**config.mk**
```make
export PLATFORM = sky130hd
export DESIGN_NAME = biassram_r
export DESIGN_NICKNAME = d
export VERILOG_FILES = /design/src/rtl/biassram_r_pkg.sv /design/src/rtl/count_yi_v3.sv /design/src/rtl/biassram_r.sv
export SDC_FILE = /design/constraint.sdc
export NUM_CORES = 1
export LEC_CHECK = 0
export ABC_AREA = 1
export CAP_MARGIN = 0
export CELL_PAD_IN_SITES_DETAIL_PLACEMENT = 0
export CELL_PAD_IN_SITES_GLOBAL_PLACEMENT = 1
export CORE_UTILIZATION = 26
export CTS_CLUSTER_DIAMETER = 60
export CTS_CLUSTER_SIZE = 8
export DETAILED_ROUTE_END_ITERATION = 10
export PLACE_DENSITY = 0.82
export RECOVER_POWER = 100
export SKIP_CTS_REPAIR_TIMING = 1
export SLEW_MARGIN = 20
export SYNTH_ARGS = -nofsm -noshare
export SYNTH_HDL_FRONTEND = slang
export SYNTH_SLANG_ARGS = --single-unit
```
**constraint.sdc**
```tcl
create_clock -name clk -period 3.65 [get_ports clk]
set_clock_uncertainty 0.15 [all_clocks]
set_input_delay 0.73 -clock clk [delete_from_list [all_inputs] [get_ports clk]]
set_output_delay 0.73 -clock clk [all_outputs]
set_load 0.05 [all_outputs]
```
**src/rtl/biassram_r_pkg.sv**
```systemverilog
// Shared widths and state encoding for the bias SRAM read path.
package biassram_r_pkg;
  localparam int ADDR_CNT_BITS  = 9;
  localparam int BIAS_SRAM_WLEN = 32;

  localparam logic [1:0] ST_IDLE  = 2'd0;
  localparam logic [1:0] ST_FETCH = 2'd1;
  localparam logic [1:0] ST_WAIT  = 2'd2;
  localparam logic [1:0] ST_READY = 2'd3;
endpackage

```
**src/rtl/count_yi_v3.sv**
```systemverilog
// Wrapping up-counter 0..final_number-1, advances on i_enable; 1-cycle update latency.
// No backpressure: i_enable is taken every cycle it is high.
module count_yi_v3 #(
  parameter int BITS_OF_END_NUMBER = 9,
  parameter int final_number       = 64
) (
  input  logic                          clk,
  input  logic                          reset,
  input  logic                          i_enable,
  output logic [BITS_OF_END_NUMBER-1:0] o_cnt
);
  localparam logic [BITS_OF_END_NUMBER-1:0] LAST = BITS_OF_END_NUMBER'(final_number - 1);

  logic [BITS_OF_END_NUMBER-1:0] r_cnt;

  always_ff @(posedge clk) begin
    if (reset)
      r_cnt <= '0;
    else if (i_enable)
      r_cnt <= (r_cnt == LAST) ? '0 : r_cnt + 1'b1;
  end

  assign o_cnt = r_cnt;
endmodule

```
**src/rtl/biassram_r.sv**
```systemverilog
// Serves one bias per channel from the bias SRAM; bias valid 3 cycles after start/bias_next.
// bias_next is the only backpressure: one fetch per request, requests outside READY are dropped.
module biassram_r
  import biassram_r_pkg::*;
#(
  parameter int BIAS_ST_LENGTH = 64
) (
  input  logic                      clk,
  input  logic                      reset,
  input  logic                      bias_rd1st_start,
  output logic                      bias_rd1st_busy,
  output logic                      bias_rd1st_done,
  input  logic                      bias_next,
  output logic                      cen_biasr_0,
  output logic                      wen_biasr_0,
  output logic [ADDR_CNT_BITS-1:0]  addr_biasr_0,
  input  logic [BIAS_SRAM_WLEN-1:0] dout_biasr_0,
  output logic [BIAS_SRAM_WLEN-1:0] bias_out,
  output logic                      bias_valid,
  output logic                      bias_layer_done
);
  localparam logic [ADDR_CNT_BITS-1:0] LAST_IDX = ADDR_CNT_BITS'(BIAS_ST_LENGTH - 1);

  logic [1:0]                r_state;
  logic                      r_first;
  logic [BIAS_SRAM_WLEN-1:0] r_bias_out;
  logic                      r_bias_valid;
  logic                      r_rd1st_done;
  logic                      r_layer_done;
  logic [ADDR_CNT_BITS-1:0]  w_idx;
  logic                      w_cnt_en;

  assign w_cnt_en = (r_state == ST_READY) & bias_next;

  count_yi_v3 #(
    .BITS_OF_END_NUMBER (ADDR_CNT_BITS),
    .final_number       (BIAS_ST_LENGTH)
  ) u_idx_cnt (
    .clk      (clk),
    .reset    (reset),
    .i_enable (w_cnt_en),
    .o_cnt    (w_idx)
  );

  // r_first marks the fetch of bias[0] so only it reports busy/done to the writer.
  always_ff @(posedge clk) begin
    if (reset) begin
      r_state      <= ST_IDLE;
      r_first      <= 1'b0;
      r_bias_out   <= '0;
      r_bias_valid <= 1'b0;
      r_rd1st_done <= 1'b0;
      r_layer_done <= 1'b0;
    end else begin
      r_rd1st_done <= 1'b0;
      r_layer_done <= 1'b0;
      case (r_state)
        ST_IDLE: begin
          if (bias_rd1st_start) begin
            r_state <= ST_FETCH;
            r_first <= 1'b1;
          end
        end
        ST_FETCH: r_state <= ST_WAIT;
        ST_WAIT: begin
          r_state      <= ST_READY;
          r_bias_out   <= dout_biasr_0;
          r_bias_valid <= 1'b1;
          r_rd1st_done <= r_first;
          r_first      <= 1'b0;
        end
        ST_READY: begin
          if (bias_next) begin
            r_bias_valid <= 1'b0;
            if (w_idx == LAST_IDX) begin
              r_layer_done <= 1'b1;
              r_state      <= ST_IDLE;
            end else begin
              r_state <= ST_FETCH;
            end
          end
        end
        default: r_state <= ST_IDLE;
      endcase
    end
  end

  assign cen_biasr_0     = ~(r_state == ST_FETCH);
  assign wen_biasr_0     = 1'b1;
  assign addr_biasr_0    = w_idx;
  assign bias_rd1st_busy = r_first & ((r_state == ST_FETCH) | (r_state == ST_WAIT));
  assign bias_rd1st_done = r_rd1st_done;
  assign bias_out        = r_bias_out;
  assign bias_valid      = r_bias_valid;
  assign bias_layer_done = r_layer_done;
endmodule
```
# --- After elaboration in Yosys (flattened, before gate mapping) ---
# Index checks and enable logic that the tools add are counted.
totals:
  regBits: 47
  in_bits: 36
  out_inout_bits: 47
classes:
  n_addsub: 1
  n_eq_ne: 6
  muxes: 10
  bitwise_logic: 7
  reduce_logical: 8
op_table:
  columns: ["cell", "n"]
  rows:
  - ["adder 9 x 1 -> 9 bit (second input constant)", 1]
  - ["equality test 9 x 6 -> 1 bit (second input constant)", 1]
  - ["2-to-1 mux 9 bit", 1]
  - ["case mux 2 bit (4 select lines)", 1]
  - ["AND reduction 2 bit", 3]
  - ["equality test 2 bit (second input constant)", 2]
  - ["2-to-1 mux 1 bit", 4]
  - ["2-to-1 mux 2 bit", 2]
  - ["inequality test 2 bit (second input constant)", 2]
  - ["inverter 1 bit", 4]
  - ["case mux 1 bit (2 select lines)", 2]
  - ["nonzero test 2 bit", 2]
  - ["OR reduction 3 bit", 1]
  - ["bitwise AND 1 bit", 2]
  - ["equality test 2 x 1 -> 1 bit (second input constant)", 1]
  - ["zero test 2 bit", 1]
  - ["OR reduction 2 bit", 1]
  - ["OR 1 bit", 1]

# --- Longest topological paths before layout ---
# Gate-level depths: netlist of the first run.
depth:
  word_depth: 4
  depth_mapped: 10

# --- Cells and area by module ---
# Synthesis of the first run repeated with hierarchy kept, for this count alone.
unflattened:
  hier_cells: 257
  area_unflattened_um2: 1949.4
modules_own_cells:
  columns: ["mod", "instances", "cells_each", "area_per_inst_um2"]
  rows:
  - ["biassram_r", 1, 190, 1485.2]
  - ["count_yi_v3", 1, 67, 464.2]

# --- Worst setup path before layout of the first run ---
# OpenSTA, ideal clock, no wires.
synth_timing:
  path_kind: "reg-to-output"
  start: "reg r_state[0]"
  end: "out bias_rd1st_busy"
  arrival_time_ps: 1081
  slack_ps: 1689
  stages_incl_launch_ff: 5
  path_cell_list: "dfxtp_1 > inv_1 > ha_1 > nand2_1 > inv_1"
synth_via:
  elab_chain_len: 3
  word_cells_on_any_way: 4
  cone_classes: "2 x eq/ne; 2 x bitwise"
synth_rtl:
  columns: ["item", "line", "source"]
  rows:
  - ["start: declaration", "biassram_r.sv:24", "logic [1:0] r_state;"]
  - ["start signal: assignment", "biassram_r.sv:48", "r_state <= ST_IDLE;"]
  - ["start signal: assignment", "biassram_r.sv:60", "r_state <= ST_FETCH;"]
  - ["start signal: assignment", "biassram_r.sv:64", "ST_FETCH: r_state <= ST_WAIT;"]
  - ["equality test 2 x 1 -> 1 bit / equality test 2 bit (equally long branches)", "biassram_r.sv:91", "assign bias_rd1st_busy = r_first & ((r_state == ST_FETCH) | (r_state == ST_WAIT));"]
  - ["OR 1 bit (*)", "biassram_r.sv:91", null]
  - ["bitwise AND 1 bit (*)", "biassram_r.sv:91", null]
  - ["end: declaration", "biassram_r.sv:11", "output logic bias_rd1st_busy,"]
# Mark *: on every way between the ends. The rest lies on a longest branch, timed or not.

# --- Final worst setup path of the first run ---
# Same ends and word-level chain as after synthesis.

==> results of run 1 <==
-- stage by stage --
stage | hold slack, ps | power, W | setup slack (ps)
after floorplan | 316.8 | 0.001491 | 1689
after global placement | 323.9 | 0.001864 | 1132
after detailed placement | 336.4 | 0.001873 | 1108
after CTS | 355.8 | 0.002230 | 767.3
after global routing | 379.5 | 0.002275 | 621.6
final | 346.9 | 0.002139 | 723.6
-- layout by cell type (no fill, tap or decap), types with 2 or more instances in the layout --
| cell | count |
|---|---|
| inv_1 | 18 |
| xor2_1 | 2 |
| nand4_1 | 2 |
| dlygate4sd3_1 | 48 |
| nand3_1 | 5 |
| ha_1 | 6 |
| nand2_1 | 23 |
| a21oi_1 | 6 |
| dfxtp_1 | 47 |
| clkdlybuf4s50_1 | 33 |
| nor2_4 | 2 |
| clkbuf_8 | 7 |
| o22ai_1 | 2 |
| nor2_1 | 81 |
| o21ai_0 | 37 |
-- report_power, final --
| group | internal (W) | total (W) | switching, W |
|---|---|---|---|
| Sequential | 0.000655 | 0.000726 | 0.0000706 |
| Combinational | 0.000306 | 0.00106 | 0.000759 |
| Clock | 0.000172 | 0.000348 | 0.000176 |
| Total | 0.00113 | 0.00214 | 0.00101 |
-- state kept, by name (all words and copies together) (netlist names) --
register	flops
bias_out	32
r_first	1
r_state	2
bias_valid	1
bias_rd1st_done	1
bias_layer_done	1
u_idx_cnt.o_cnt	9
-- tightest hold or removal path: cells and delay by family, from the launching register on --
family	cells	cell delay, ps
compound gates	1	70
flops	1	320
simple gates	1	70
-- kinds of logic after synthesis --
kind of cell / share of synthesized area
DFF: 0.4987
and+or+nand+nor: 0.2579
AOI/OAI and AO/OA: 0.1207
xor gates and xnor gates: 0.009286
adders and majority gates: 0.03979
other: 0.001987
buffers and inverters: 0.07161
-- cell type report --
cell class | count | area, um2 | area share
Tap cell | 96 | 120.1 | 0.04216
Inverter | 20 | 76.32 | 0.02679
Sequential cell | 47 | 940.9 | 0.3303
Multi-Input combinational cell | 170 | 793.3 | 0.2784
Timing Repair Buffer | 82 | 814.5 | 0.2859
Clock buffer | 7 | 96.34 | 0.03382
Clock inverter | 1 | 7.507 | 0.002635
-- synth_stat cells, drive strengths merged --
cell type,n,area share
buf,5,0.018
inv,20,0.041
nand3,5,0.013
xor2,2,0.0093
nor3b,1,0.0066
clkbuf,6,0.013
and3,1,0.0033
dfxtp,47,0.50
nand2,23,0.052
nand4,2,0.0066
nor2,83,0.17
o22ai,2,0.0066
ha,6,0.040
conb,1,0.0020
a21oi,6,0.016
nor3,1,0.0026
o21ai,37,0.098
-- worst max-delay path by stage --
stage | end | depth (start not counted) | slack, ps | start
2_1_floorplan | bias_rd1st_busy | 4 | 1690 | r_state[0]
3_3_place_gp | bias_rd1st_busy | 5 | 1130 | r_state[0]
3_5_place_dp | bias_rd1st_busy | 5 | 1110 | r_state[0]
4_1_cts | bias_rd1st_busy | 5 | 770 | r_state[0]
5_1_grt | bias_rd1st_busy | 5 | 620 | r_state[0]
6_report | bias_rd1st_busy | 5 | 720 | r_state[0]
-- layer usage --
metal	GRT usage	vias up	wire length [um]
met5	0	-	0
met4	0.04918	0	73
met3	0.04739	8	349
met2	0.2119	62	2152
met1	0.1542	817	2107
li1	-	933	-
==> flow_summary.json, run 1 <==
{
  "core_area_um2": 6907,
  "fmax_ghz": 0.3417,
  "wirelength_mm": 4.682,
  "synthToLayoutAreaGrowth_pct": 50.99,
  "r2r-start": "r_state[0]",
  "fin_nets": 368,
  "die_area_um2": 7601,
  "grt_max_degree": 40,
  "antenna_found_initial": 0,
  "crit_fanout": 5,
  "r2r_slack_ps": 1410,
  "grt_overflow": 0,
  "holdPathStages": 2,
  "chipWidth_um": 87.19,
  "worstHoldStart": "bias_out[25]",
  "hold_end": "bias_out[25]",
  "vias": 1820,
  "dp.cells": 415,
  "post_dp_cell_area_um2": 2768,
  "hold_viol": 0,
  "setup_tns_ps": 0,
  "start_kind": "flop",
  "seq_area_frac_synth": 0.4987,
  "syn_inst": 248,
  "numPortBuffers": 81,
  "synth_nets": 290,
  "critPathBufInv": 3,
  "final_core_util": 0.4125,
  "cts-root-buf": "clkbuf_8",
  "avgSynthCellArea_um2": 7.608,
  "rows": 30,
  "ant_nets": 0,
  "cts.path.max_buffers": 2,
  "grt_pass1_wl_mm": 7.617,
  "grt_use_total": 0.1292,
  "cp_top_family": "buffers and inverters",
  "critPathRequiredTime_ps": 2770,
  "drc": 0,
  "status": "finished, final reports clean",
  "slew_headroom": 0.1265,
  "p_leak_nw": 1.298,
  "num_antenna_cells": 0,
  "worst-setup-path-type": "reg2out",
  "r2r-end": "bias_out[22]",
  "crit_chain": "inv_1, ha_1, nand2_1, inv_1, dlygate4sd3_1",
  "drtIter0Drc": 62,
  "crit_top_cell": "inv_1",
  "yosys.cell_types.count": 25,
  "drtPass1Iterations": 4,
  "hpwl_mm": 3.261,
  "clock_sink_count": 47,
  "grt_pass1_vias": 1642,
  "slowest_stage": "dlygate4sd3_1",
  "drive_gt1_frac": 0.03364,
  "clk_latency_ps": 300,
  "crit_arrival_ps": 2050,
  "wl_per_cell_um": 11.07,
  "post-route-min-period_ps": 2926,
  "clkTransAtPathRegs_ps": 80,
  "rsz0062_at_grt": "no",
  "postLayoutCellArea_um2": 2849,
  "crit_path_end_kind": "primary output",
  "routabilityCongestion": 0.7535,
  "drv_slew": 0,
  "cts.htree.levels": 2,
  "io_pins": 83,
  "fill_cells": 744,
  "maxCapViolCount": 0,
  "period_share": 0.8017,
  "power.density_nw_per_um2": 750.6,
  "tritoncts": "done",
  "hold_path_class": "reg2reg",
  "ys_ff_latch": 47,
  "ir_drop_v": 0.0003382,
  "fin_cells": 423,
  "vias_per_cell": 4.303,
  "finalSetupViolCount": 0,
  "start_util": 0.2732,
  "max_slew.worst_pin.slew_ps": 1310,
  "max_stage_delay_ps": 860,
  "die_h_um": 87.19,
  "syn_area_um2": 1887,
  "r2r_cells": 5,
  "cts_made_buffers": 5,
  "ys_warn_count": 0
}
No activity file was read; power rests on OpenSTA's default activity.
==> run 2: changes to the inputs <==
PLACE_DENSITY = 0.85   (was 0.82)
clock period = 2.5 ns   (was 3.65 ns; I/O delays follow)
==> run 2 against run 1 <==
Net effect:
- clock-buffer cell count rose by 1
- power rose by 46%
- worst setup slack got worse by 480 ps
- utilization rose by 0.24 points
- first-iteration DRC count fell by 21%
- largest power group unchanged
- cell area rose by 0.57%
- register-to-register slack got worse by 760 ps
- non-clock buffer count rose by 2
- clock power rose by 42%
- critical path depth fell by 4
- die area did not move
==> flow_summary.json, run 2 (synthesis gave the netlist of run 1 again) <==
{
  "rsz0062_at_grt": "no",
  "clkTransAtPathRegs_ps": 80,
  "drc": 0,
  "drv_slew": 0,
  "vias": 1798,
  "crit_arrival_ps": 1600,
  "fmax_ghz": 0.4436,
  "largest_reg_flops": 32,
  "post-route-min-period_ps": 2254,
  "numPortBuffers": 81,
  "core_area_um2": 6907,
  "crit_chain": "dlygate4sd3_1",
  "grt_max_degree": 35,
  "cts-root-buf": "clkbuf_8",
  "grt_pass1_wl_mm": 7.576,
  "antenna_found_initial": 0,
  "hold_path_class": "reg2reg",
  "setup_ws_ps": 245.7,
  "critPathBufInv": 1,
  "start_util": 0.2732,
  "max_slew.worst_pin.slew_ps": 588.1,
  "grt_overflow": 0,
  "layout_commonest_cell": "nor2_1",
  "cts_made_buffers": 5,
  "synthToLayoutAreaGrowth_pct": 51.86,
  "routabilityCongestion": 0.8079,
  "period_share": 0.9017,
  "worst-setup-path-type": "reg2out",
  "power.density_nw_per_um2": 1092,
  "drtIter0Drc": 49,
  "slowest_stage": "dlygate4sd3_1",
  "vias_per_cell": 4.231,
  "cp_top_family": "buffers and inverters",
  "cts.path.max_buffers": 2,
  "ir_drop_v": 0.0004526,
  "drtPass1Iterations": 5,
  "die_area_um2": 7601,
  "fin_nets": 370,
  "slew_headroom": 0.6096,
  "die_h_um": 87.19,
  "chipWidth_um": 87.19,
  "critPathRequiredTime_ps": 1850,
  "grt_use_total": 0.1282,
  "clk_latency_ps": 290,
  "num_antenna_cells": 0,
  "final_cell_mix": "nor2_1, dfxtp_1, dlygate4sd3_1",
  "finalSetupViolCount": 0,
  "crit_fanout": 6,
  "cts.htree.levels": 2,
  "ant_nets": 0,
  "status": "finished, final reports clean",
  "dp_slack_ps": 438.1,
  "maxCapViolCount": 0,
  "start_kind": "flop",
  "rows": 30,
  "p_leak_nw": 1.316,
  "hold_viol": 0,
  "wl_per_cell_um": 10.82,
  "clock_sink_count": 47,
  "grt_pass1_vias": 1636,
  "tritoncts": "done",
  "hpwl_mm": 3.319,
  "wirelength_mm": 4.599,
  "io_pins": 83,
  "setup_tns_ps": 0,
  "drive_gt1_frac": 0.04559,
  "max_stage_delay_ps": 900,
  "crit_path_end_kind": "primary output"
}
run 2: where the power goes:
part / internal (W) / switching, W
sequential: 0.000957 / 0.000107
combinational: 0.000462 / 0.00111
clock: 0.000253 / 0.000242
run 2: layout make-up:
type                       count  area, um2
sequential                    47      940.9
clock buffer                   8      100.1
timing repair buffer          84      832.0
multi-input combinational    170      795.8
inverter                      20      76.32
fill                         727       4041
tap                           96      120.1
run 2: stage by stage:
stage | hold WS [ps] | total power, W | util | instance area (um2) | std cells
after CTS | 363.9 | 0.003261 | 0.4185 | 2890 | 425
after detailed placement | 336.2 | 0.002747 | 0.4040 | 2790 | 417
after floorplan | 316.8 | 0.002176 | - | 1887 | 248
after global routing | 378.4 | 0.003335 | 0.4149 | 2865 | 425
after global placement | 326.6 | 0.002742 | 0.4040 | 2790 | 417
final | 353.7 | 0.003128 | 0.4149 | 2865 | 425
run 2: per-layer routing:
layer,wire [um],track usage
met5,0,0
met4,30,0.03130
met3,392,0.06256
met2,1959,0.1904
met1,2217,0.1664
run 2: worst paths after layout:
check,startpoint,end,slack (ps),depth (start not counted)
setup / recovery,u_idx_cnt.o_cnt[2],addr_biasr_0[2],250,1
hold / removal,bias_out[10],bias_out[10],350,2
setup reg to reg,r_state[0],u_idx_cnt.o_cnt[7],650,10
hold reg to reg,bias_out[10],bias_out[10],350,2
==> run 3: changes to the inputs <==
CORE_MARGIN = 3   (was not set)
==> run 3 against run 2 <==
Net effect:
- worst setup slack worse by 33 ps
- sequential cell count unchanged
- hold slack worse by 4.9 ps
- sequential power about the same
- non-clock buffer count unchanged
- critical endpoint is now addr_biasr_0[0]
- largest cell class unchanged
==> flow_summary.json, run 3 (synthesis gave the netlist of run 1 again) <==
{
  "status": "finished, final reports clean",
  "clk_latency_ps": 280,
  "die_h_um": 91.19,
  "finalSetupViolCount": 0,
  "grt_overflow": 0,
  "num_antenna_cells": 0,
  "synthToLayoutAreaGrowth_pct": 51.86,
  "slew_headroom": 0.3550,
  "chipWidth_um": 91.19,
  "holdPathStages": 2,
  "vias": 1816,
  "drtIter0Drc": 72,
  "p_leak_nw": 1.330,
  "hpwl_mm": 3.552,
  "max_stage_delay_ps": 910,
  "cts.path.max_buffers": 2,
  "die_area_um2": 8315,
  "post-route-min-period_ps": 2287,
  "ant_nets": 0,
  "routabilityCongestion": 0.8760,
  "slowest_stage": "dlygate4sd3_1",
  "wl_per_cell_um": 11.47,
  "core_area_um2": 6907,
  "antenna_found_initial": 0,
  "r2r_cells": 6,
  "grt_pass1_wl_mm": 8.342,
  "max_slew.worst_pin.slew_ps": 966.4,
  "drc": 0,
  "whs_ps": 348.8,
  "worstHoldStart": "bias_out[6]",
  "tritoncts": "done",
  "drive_gt1_frac": 0.04878,
  "cts-root-buf": "clkbuf_8",
  "crit_arrival_ps": 1640,
  "r2r_slack_ps": 640,
  "power.density_nw_per_um2": 1081,
  "io_pins": 83,
  "cp_top_family": "buffers and inverters",
  "r2r-start": "r_state[0]",
  "setup_tns_ps": 0,
  "crit_path_end_kind": "primary output",
  "ir_drop_v": 0.0005761,
  "rows": 30,
  "fin_nets": 370,
  "critPathRequiredTime_ps": 1850,
  "hold_viol": 0,
  "wirelength_mm": 4.865,
  "crit_chain": "dlygate4sd3_1",
  "final_cell_mix": "nor2_1, dfxtp_1, dlygate4sd3_1",
  "cts_made_buffers": 5,
  "grt_pass1_vias": 1767,
  "start_util": 0.2732,
  "numPortBuffers": 81,
  "clkTransAtPathRegs_ps": 80,
  "vias_per_cell": 4.283,
  "clock_sink_count": 47,
  "worst-setup-path-type": "reg2out",
  "maxCapViolCount": 0,
  "period_share": 0.9148,
  "critPathBufInv": 1,
  "drtPass1Iterations": 5,
  "grt_max_degree": 40,
  "largest_reg_flops": 32,
  "hold_end": "bias_out[6]",
  "rsz0062_at_grt": "no",
  "hold_path_class": "reg2reg",
  "r2r-end": "u_idx_cnt.o_cnt[5]",
  "fmax_ghz": 0.4373,
  "grt_use_total": 0.1222,
  "start_kind": "flop",
  "cts.htree.levels": 2,
  "crit_fanout": 4,
  "drv_slew": 0,
  "layout_commonest_cell": "nor2_1"
}
-- run 3: layer usage --
| layer | up-vias | routed length [um] | global-route usage |
|---|---|---|---|
| li1 | 937 | - | - |
| met5 | - | 0 | 0 |
| met3 | 2 | 396 | 0.04557 |
| met4 | 0 | 17 | 0.02638 |
| met2 | 64 | 2334 | 0.1987 |
| met1 | 813 | 2117 | 0.1546 |
-- run 3: worst max-delay path by stage --
stage	from	end	slack, ps	depth (start not counted)
6_report	u_idx_cnt.o_cnt[0]	addr_biasr_0[0]	210	1
5_1_grt	reset	u_idx_cnt.o_cnt[5]	150	4
4_1_cts	u_idx_cnt.o_cnt[0]	addr_biasr_0[0]	250	1
3_5_place_dp	reset	u_idx_cnt.o_cnt[5]	480	4
3_3_place_gp	reset	u_idx_cnt.o_cnt[5]	510	4
2_1_floorplan	u_idx_cnt.o_cnt[0]	r_state[0]	750	8
-- run 3: per-stage QoR --
| stage | util | setup WS (ps) | cells | cell area, um2 | total power (W) |
|---|---|---|---|---|---|
| global placement | 0.4040 | 512.3 | 417 | 2790 | 0.002746 |
| finish | 0.4149 | 213.1 | 424 | 2865 | 0.003096 |
| floorplan | - | 754.3 | 248 | 1887 | 0.002176 |
| global route | 0.4149 | 154.6 | 424 | 2865 | 0.003304 |
| detailed placement | 0.4040 | 478.3 | 417 | 2790 | 0.002758 |
| CTS | 0.4167 | 249.3 | 424 | 2878 | 0.003231 |
-- run 3: cell type report --
type | count | area, um2
sequential | 47 | 940.9
clock buffer | 6 | 82.58
clock inverter | 1 | 5.005
multi-input combinational | 170 | 805.8
tap | 96 | 120.1
timing repair buffer | 84 | 834.6
fill | 730 | 4041
inverter | 20 | 76.32
-- run 3: power breakdown --
group          internal [W]  switching, W  leakage [nW]
Clock              0.000217      0.000239        0.0470
Sequential         0.000957      0.000110         0.384
Combinational      0.000463       0.00111         0.898
